<file path="src/rtl/thread_scheduler.sv">
// thread_scheduler: switch-on-event scheduler that drains the pipeline on a miss or
// thread completion, then redirects fetch to the next runnable thread round-robin.
module thread_scheduler #(
  parameter int                    NUM_THREADS  = 2,
  parameter int                    ADDR_WIDTH   = 32,
  parameter logic [ADDR_WIDTH-1:0] BASE_STRIDE  = 32'h8000_0000,
  parameter int                    DRAIN_CYCLES = 3,
  localparam int                   TW           = NUM_THREADS > 1 ? $clog2(NUM_THREADS) : 1
) (
  input  logic                  clk,
  input  logic                  rst_n,
  input  logic                  switch_req,
  input  logic [ADDR_WIDTH-1:0] switch_pc,
  input  logic                  thread_done,
  input  logic                  resolve_valid,
  input  logic [TW-1:0]         resolve_tid,
  output logic [TW-1:0]         thread_id,
  output logic                  flush,
  output logic                  redirect_valid,
  output logic [ADDR_WIDTH-1:0] redirect_pc,
  output logic                  idle,
  output logic                  all_done,
  output logic [15:0]           switch_count
);
  typedef enum logic [2:0] {RUN, DRAIN, SELECT, IDLE, HALT} state_t;
  state_t state, state_n;
  logic [3:0] cnt;
  logic [NUM_THREADS-1:0] blocked, done, res_mask, eff_blocked, blk_mask, done_mask, runnable;
  logic [ADDR_WIDTH-1:0] resume_pc [NUM_THREADS];
  logic found, go, flush_n, idle_n, all_done_n;
  logic [TW-1:0] winner;
  assign res_mask    = (resolve_valid && int'(resolve_tid) < NUM_THREADS) ? NUM_THREADS'(1) << resolve_tid : '0;
  assign blk_mask    = (state == RUN && switch_req && !thread_done) ? NUM_THREADS'(1) << thread_id : '0;
  assign done_mask   = (state == RUN && thread_done) ? NUM_THREADS'(1) << thread_id : '0;
  // a resolve landing this cycle is already visible to the selection it races with
  assign eff_blocked = blocked & ~res_mask;
  assign runnable    = ~done & ~eff_blocked;
  assign go          = found && (state == SELECT || state == IDLE);
  always_comb begin
    found  = 1'b0;
    winner = thread_id;
    for (int k = NUM_THREADS; k >= 1; k--)
      if (runnable[TW'((int'(thread_id) + k) % NUM_THREADS)]) begin
        found  = 1'b1;
        winner = TW'((int'(thread_id) + k) % NUM_THREADS);
      end
  end
  always_ff @(posedge clk or negedge rst_n)
    if (!rst_n) state <= RUN;
    else        state <= state_n;
  always_comb begin
    state_n = state;
    case (state)
      RUN:     state_n = (thread_done || switch_req) ? DRAIN : RUN;
      DRAIN:   state_n = cnt == 4'd0 ? SELECT : DRAIN;
      SELECT:  state_n = found ? RUN : (&done ? HALT : IDLE);
      IDLE:    state_n = found ? RUN : IDLE;
      default: state_n = HALT;
    endcase
  end
  always_comb begin
    flush_n    = state_n != RUN;
    idle_n     = state_n == IDLE;
    all_done_n = state_n == HALT;
  end
  always_ff @(posedge clk or negedge rst_n)
    if (!rst_n) begin
      thread_id      <= '0;
      cnt            <= '0;
      blocked        <= '0;
      done           <= '0;
      flush          <= 1'b0;
      redirect_valid <= 1'b0;
      redirect_pc    <= '0;
      idle           <= 1'b0;
      all_done       <= 1'b0;
      switch_count   <= '0;
      for (int i = 0; i < NUM_THREADS; i++) resume_pc[i] <= ADDR_WIDTH'(i) * BASE_STRIDE;
    end else begin
      blocked        <= eff_blocked | blk_mask;
      done           <= done | done_mask;
      cnt            <= state == DRAIN ? cnt - 4'd1 : 4'(DRAIN_CYCLES - 1);
      flush          <= flush_n;
      idle           <= idle_n;
      all_done       <= all_done_n;
      redirect_valid <= go;
      if (blk_mask != '0) resume_pc[thread_id] <= switch_pc;
      if (go) begin
        thread_id    <= winner;
        redirect_pc  <= resume_pc[winner];
        switch_count <= switch_count + {15'd0, switch_count != 16'hFFFF};
      end
    end
endmodule

</file>
<file path="config.mk">
export PLATFORM = sky130hd
export DESIGN_NAME = thread_scheduler
export DESIGN_NICKNAME = d
export VERILOG_FILES = /design/src/rtl/thread_scheduler.sv
export SDC_FILE = /design/constraint.sdc
export NUM_CORES = 1
export LEC_CHECK = 0
export CAP_MARGIN = 20
export CORE_MARGIN = 3
export CORE_UTILIZATION = 53
export CTS_CLUSTER_DIAMETER = 100
export CTS_CLUSTER_SIZE = 16
export DETAILED_ROUTE_END_ITERATION = 12
export PLACE_DENSITY = 0.8
export SETUP_SLACK_MARGIN = 0.02
export SLEW_MARGIN = 10
export SYNTH_ARGS = -nofsm -noshare
export SYNTH_HDL_FRONTEND = slang
export SYNTH_SLANG_ARGS = --single-unit
</file>
<file path="constraint.sdc">
create_clock -name clk -period 2.6 [get_ports clk]
set_clock_uncertainty 0.15 [all_clocks]
set_input_delay 0.52 -clock clk [delete_from_list [all_inputs] [get_ports clk]]
set_output_delay 0.52 -clock clk [all_outputs]
set_load 0.005 [all_outputs]
</file>
==> Word level (Yosys, flattened, before mapping) <==
Index checks and enable logic that the tools add are counted.
{ "word_totals": {"ff_bits": 128} }
{ "classes": {"addsub": 4, "mux": 24, "magnitude_cmp": 5, "n_shift": 2, "n_reduce_logical": 13, "n_eq_ne": 6, "bitwise_logic": 9} }
{ "ops": {"columns": ["operator", "n"], "rows": [
  ["2-to-1 mux 32 bit", 4],
  ["bitwise mux 64 bit", 1],
  ["demux 32 bit (select 1 bit)", 1],
  ["adder 16 x 1 -> 16 bit", 1],
  ["inequality test 16 bit (second input constant)", 1],
  ["one-hot mux 3 bit (4 select lines)", 1],
  ["2-to-1 mux 2 bit", 5],
  ["equality test 3 x 2 -> 1 bit (second input constant)", 3],
  ["2-to-1 mux 1 bit", 9],
  ["< comparator 1 x 3 -> 1 bit (second input constant)", 2],
  ["2-to-1 mux 3 bit", 2],
  ["logical AND 1 bit", 5],
  ["greater-or-equal comparator 2 bit (second input constant)", 2],
  ["logical NOT 4 bit", 1],
  ["2-to-1 mux 4 bit", 1],
  ["NOT 1 -> 2 bit", 2],
  ["bitwise OR 2 bit", 2],
  ["left shift 1 x 1 -> 2 bit (first input constant)", 2],
  ["subtractor 4 x 1 -> 4 bit (second input constant)", 1],
  ["equality test 3 x 1 -> 1 bit (second input constant)", 1],
  ["equality test 3 bit (second input constant)", 1],
  ["logical NOT 3 bit", 1],
  ["nonzero test 3 bit", 1],
  ["adder 1 bit (second input constant)", 2],
  ["9 further kinds", 11]
]} }

==> Depth between registers and ports, before layout <==
Gate-level depths: netlist of run 1.
{ "depth": {"depth_word": 14, "depth_mapped": 9, "mapped_depth_nobuf": 9} }

==> Worst setup path after synthesis of run 1 <==
Ideal clock, no wire load.
{ "synth_path": {"path_type": "register to register", "start": "register switch_count[7]", "end": "register switch_count[10]", "arrival_ns": 1.882, "required_ns": 2.370, "setup_slack_ns": 0.488, "path_buffers": 0, "path_stages_with_launch": 10, "synth_period_minus_slack_ns": 2.112, "cell_sequence": "dfrtp_1 -> and3_1 -> nand4_1 -> nor3_1 -> nand4_1 -> ha_1 -> ha_1 -> and3_1 -> nand4_1 -> xnor2_1"} }
{ "synth_via": {"elab_chain_cells": 2} }
{ "synth_lines": {"columns": ["element", "line", "source"], "rows": [
  ["start: declaration", "23", "output logic [15:0] switch_count"],
  ["start signal: assignment", "91", "switch_count <= switch_count + {15'd0, switch_count != 16'hFFFF};"],
  ["inequality test 16 bit", "91", null],
  ["adder 16 x 1 -> 16 bit *", "91", null]
]} }
Every way passes the cells marked *; elsewhere a longest branch is shown, timed or not.
A chain may end at the register's enable or synchronous reset.

==> Worst setup path in the final report of run 1 <==
{ "layout_path": {"start": "register switch_count[7]", "end": "register switch_count[8]"} }
Same word-level chain as after synthesis.

==> results of run 1 <==
-- routing by layer --
metal | GRT usage, % | part of all wire [%]
met5 | 0 | 0
met4 | 7.50 | 1.0
met3 | 5.88 | 5.5
met2 | 33.5 | 50
met1 | 25.7 | 44
-- repair_timing --
item | 4_1_cts | 5_1_grt
resized for setup | 0 | 2
hold buffers | 1 | 0
buffers inserted | 0 | 1
hold endpoints to repair | 67 | 0
endpoints found under the setup margin | 0 | 6
-- final cells by class --
cell class / count / area, um^2
clock inverter: 10 / 113
inverter: 6 / 22.5
timing repair buffer: 102 / 1030
multi-input combinational: 250 / 1930
sequential: 127 / 3180
clock buffer: 22 / 453
fill: 659 / 2530
tap: 129 / 161
-- stage by stage --
stage | setup slack (ns) | TNS [ns] | instance area, um^2
2_1_floorplan | 0.488 | 0 | 5220
3_3_place_gp | 0.159 | 0 | 6300
3_5_place_dp | 0.143 | 0 | 6300
4_1_cts | 0.0731 | 0 | 6870
5_1_grt | -0.0257 | -0.0409 | 6890
6_report | 0.172 | 0 | 6890
-- worst max-delay path, cell delays in order (launching register included) --
cell	delay, ns
dfrtp_1	0.42
and3_2	0.25
nand4_1	0.17
nor3_2	0.28
nand4_1	0.17
ha_1	0.26
ha_1	0.24
and3_1	0.19
nand4_1	0.11
xnor2_1	0.12
-- worst max path at each step --
stage | from | end | slack, ns | cells after the start
final | switch_count[7]$_DFFE_PN0P_ | switch_count[8]$_DFFE_PN0P_ | 0.17 | 9
after global placement | resolve_tid | switch_count[9]$_DFFE_PN0P_ | 0.16 | 5
after floorplan | switch_count[7]$_DFFE_PN0P_ | switch_count[10]$_DFFE_PN0P_ | 0.49 | 9
after CTS | switch_count[7]$_DFFE_PN0P_ | switch_count[8]$_DFFE_PN0P_ | 0.07 | 9
after global routing | switch_count[7]$_DFFE_PN0P_ | switch_count[10]$_DFFE_PN0P_ | -0.03 | 9
after detailed placement | resolve_tid | switch_count[9]$_DFFE_PN0P_ | 0.14 | 5
-- logic make-up (layout without fill, tap and decap cells) --
family / after synthesis / in the layout
compound gates: 42 / 42
flops: 127 / 127
xor+xnor: 17 / 17
simple gates: 89 / 89
fa+ha+maj: 5 / 5
buf+inv: 26 / 140
mux: 97 / 97
-- placed cells by master (no fill, tap or decap), drive strengths merged, types with 4 or more instances in the layout --
cell type / Yosys / routed
nor2: 8 / 8
dfrtp: 126 / 126
ha: 5 / 5
nand3: 4 / 4
mux2i: 32 / 32
and3: 4 / 4
clkinvlp: 0 / 5
nand4: 10 / 10
inv: 6 / 6
nor3: 5 / 5
mux2: 65 / 65
o21ai: 33 / 33
buf: 12 / 12
xnor2: 14 / 14
clkbuf: 8 / 22
clkdlybuf4s50: 0 / 89
nand2: 47 / 47
-- registers in the layout (all words and copies together) (netlist names) --
register / flops
all_done: 1
blocked: 1
cnt: 4
done: 2
flush: 1
idle: 1
redirect_pc: 32
redirect_valid: 1
resume_pc: 64
state: 3
switch_count: 16
thread_id: 1
-- power breakdown --
part / internal [W] / leakage [nW] / total (W) / switching, W
Sequential: 0.00273 / 1.60 / 0.00318 / 0.000451
Combinational: 0.00122 / 1.14 / 0.00198 / 0.000756
Clock: 0.00141 / 0.263 / 0.00223 / 0.000823
==> results.toml, run 1 <==
[final_layout]
syn2layout_area_growth_pct = 31.8
diodes = 0
final_util_pct = 73.1
nNetsFinal = 547
fin_cells = 646
drive_gt1_share_pct = 22.4

[yosys]
synthSimpleGateAreaFrac_pct = 8.15
netlist_instances = 403
synth_compound_area_share_pct = 4.41
synth.mux.area_fraction_pct = 20.1
synth_xor_xnor_area_share_pct = 2.85
ys.flop_type = "dfrtp_1"
synth_fa_ha_area_share_pct = 1.20
avgSynthCellArea_um2 = 13.0
yosysTopAreaCellShare_pct = 60.4
synth_cell_types = 35
synth_top_family_by_area = "multiplexers"
synth_edf_count = 0
synth_nets = 446
seq_area_frac_synth_pct = 60.9
synth_most_common_cell = "dfrtp_1"
ys_async_sr_fraction_pct = 100
synth_seq_cells = 127
synth_commonest_cells = "126 x dfrtp_1, 65 x mux2_2, 47 x nand2_1"
synthTopCellsByArea = "dfrtp_1 60%, mux2_2 14%, mux2i_1 6.1%, nand2_1 3.4%, o21ai_0 3.2%"
ys_warn_count = 0
synth_area_leader_cell = "dfrtp_1"
syn_area_mm2 = 0.00522

[power_and_ir_drop]
p_total_w = 0.00739
ir_drop_v = 0.000678
power.leakage_nw = 3.00
powerDensity_mw_per_mm2 = 1070

[worst_setup_path]
end_kind = "register"
crit_type = "register to register"
r2r-start = "switch_count[7]$_DFFE_PN0P_"
reg2reg_depth = 9
worstSetupStartpointType = "register"
r2r_setup_slack_ns = 0.17
r2r-end = "switch_count[8]$_DFFE_PN0P_"
critPathRequiredTime_ns = 2.88
crit_arrival_ns = 2.71
crit_fanout = 5

[floorplanning]
floorplan.io_pins = 91
die_y_um = 105
fp-row-count = 35
start_util_pct = 55.5
core_mm2 = 0.00942
die-area_mm2 = 0.0111
die_w_um = 105

[drt]
num_vias = 3407
wl_per_cell_um = 16.4
wl_um = 10600
vias_per_cell = 5.27
postRouteAntennaNets = 0
drc = 0
drt_iter0_markers = 100
dr.pass1.iters = 4

[hold_path]
min_path_type = "register to register"
hp-start = "cnt[0]$_DFF_PN0_"
hold_depth = 1
holdPathEnd = "cnt[0]$_DFF_PN0_"

[placed_design]
place_hpwl_um = 6810
placed_cells = 612
io_buffer_count = 90
routabilityCongestion = 0.844

[clock_network]
clk_pin_slew_ns = 0.06
cts_max_level = 4
clockBufferDepth = 2
cts_made_buffers = 17
cts-root-buf = "clkbuf_8"
insertion_delay_ns = 0.51
cts.sinks = 127
cts_tree = "built"

[global_routing]
grt_pass1_wl_um = 17800
antenna_found_initial = 0
grt_max_degree = 69
grt-ovfl-total = 0
grt_use_total_pct = 20.4
grt_pass1_vias = 3676

[sta]
hold_violations = 0
slew_headroom_pct = 52.5
max_freq_mhz = 412
whs_ns = 0.304
fin_crit_ns = 2.43
setup-violations-final = 0
worstMarginPinSlew_ns = 0.713
period_share_pct = 93.4
slew_viol_final = 0

[outcome]
status = "completed"

[job]
maxCapViolations = 0
No activity file was read; power rests on OpenSTA's default activity.
==> inputs of run 2 (changes only) <==
- CTS_CLUSTER_SIZE: 16 -> 30
- GPL_ROUTABILITY_DRIVEN: default -> 1
==> results of run 2 <==
No change in the layout: final DEF, timing and power equal those of run 1.
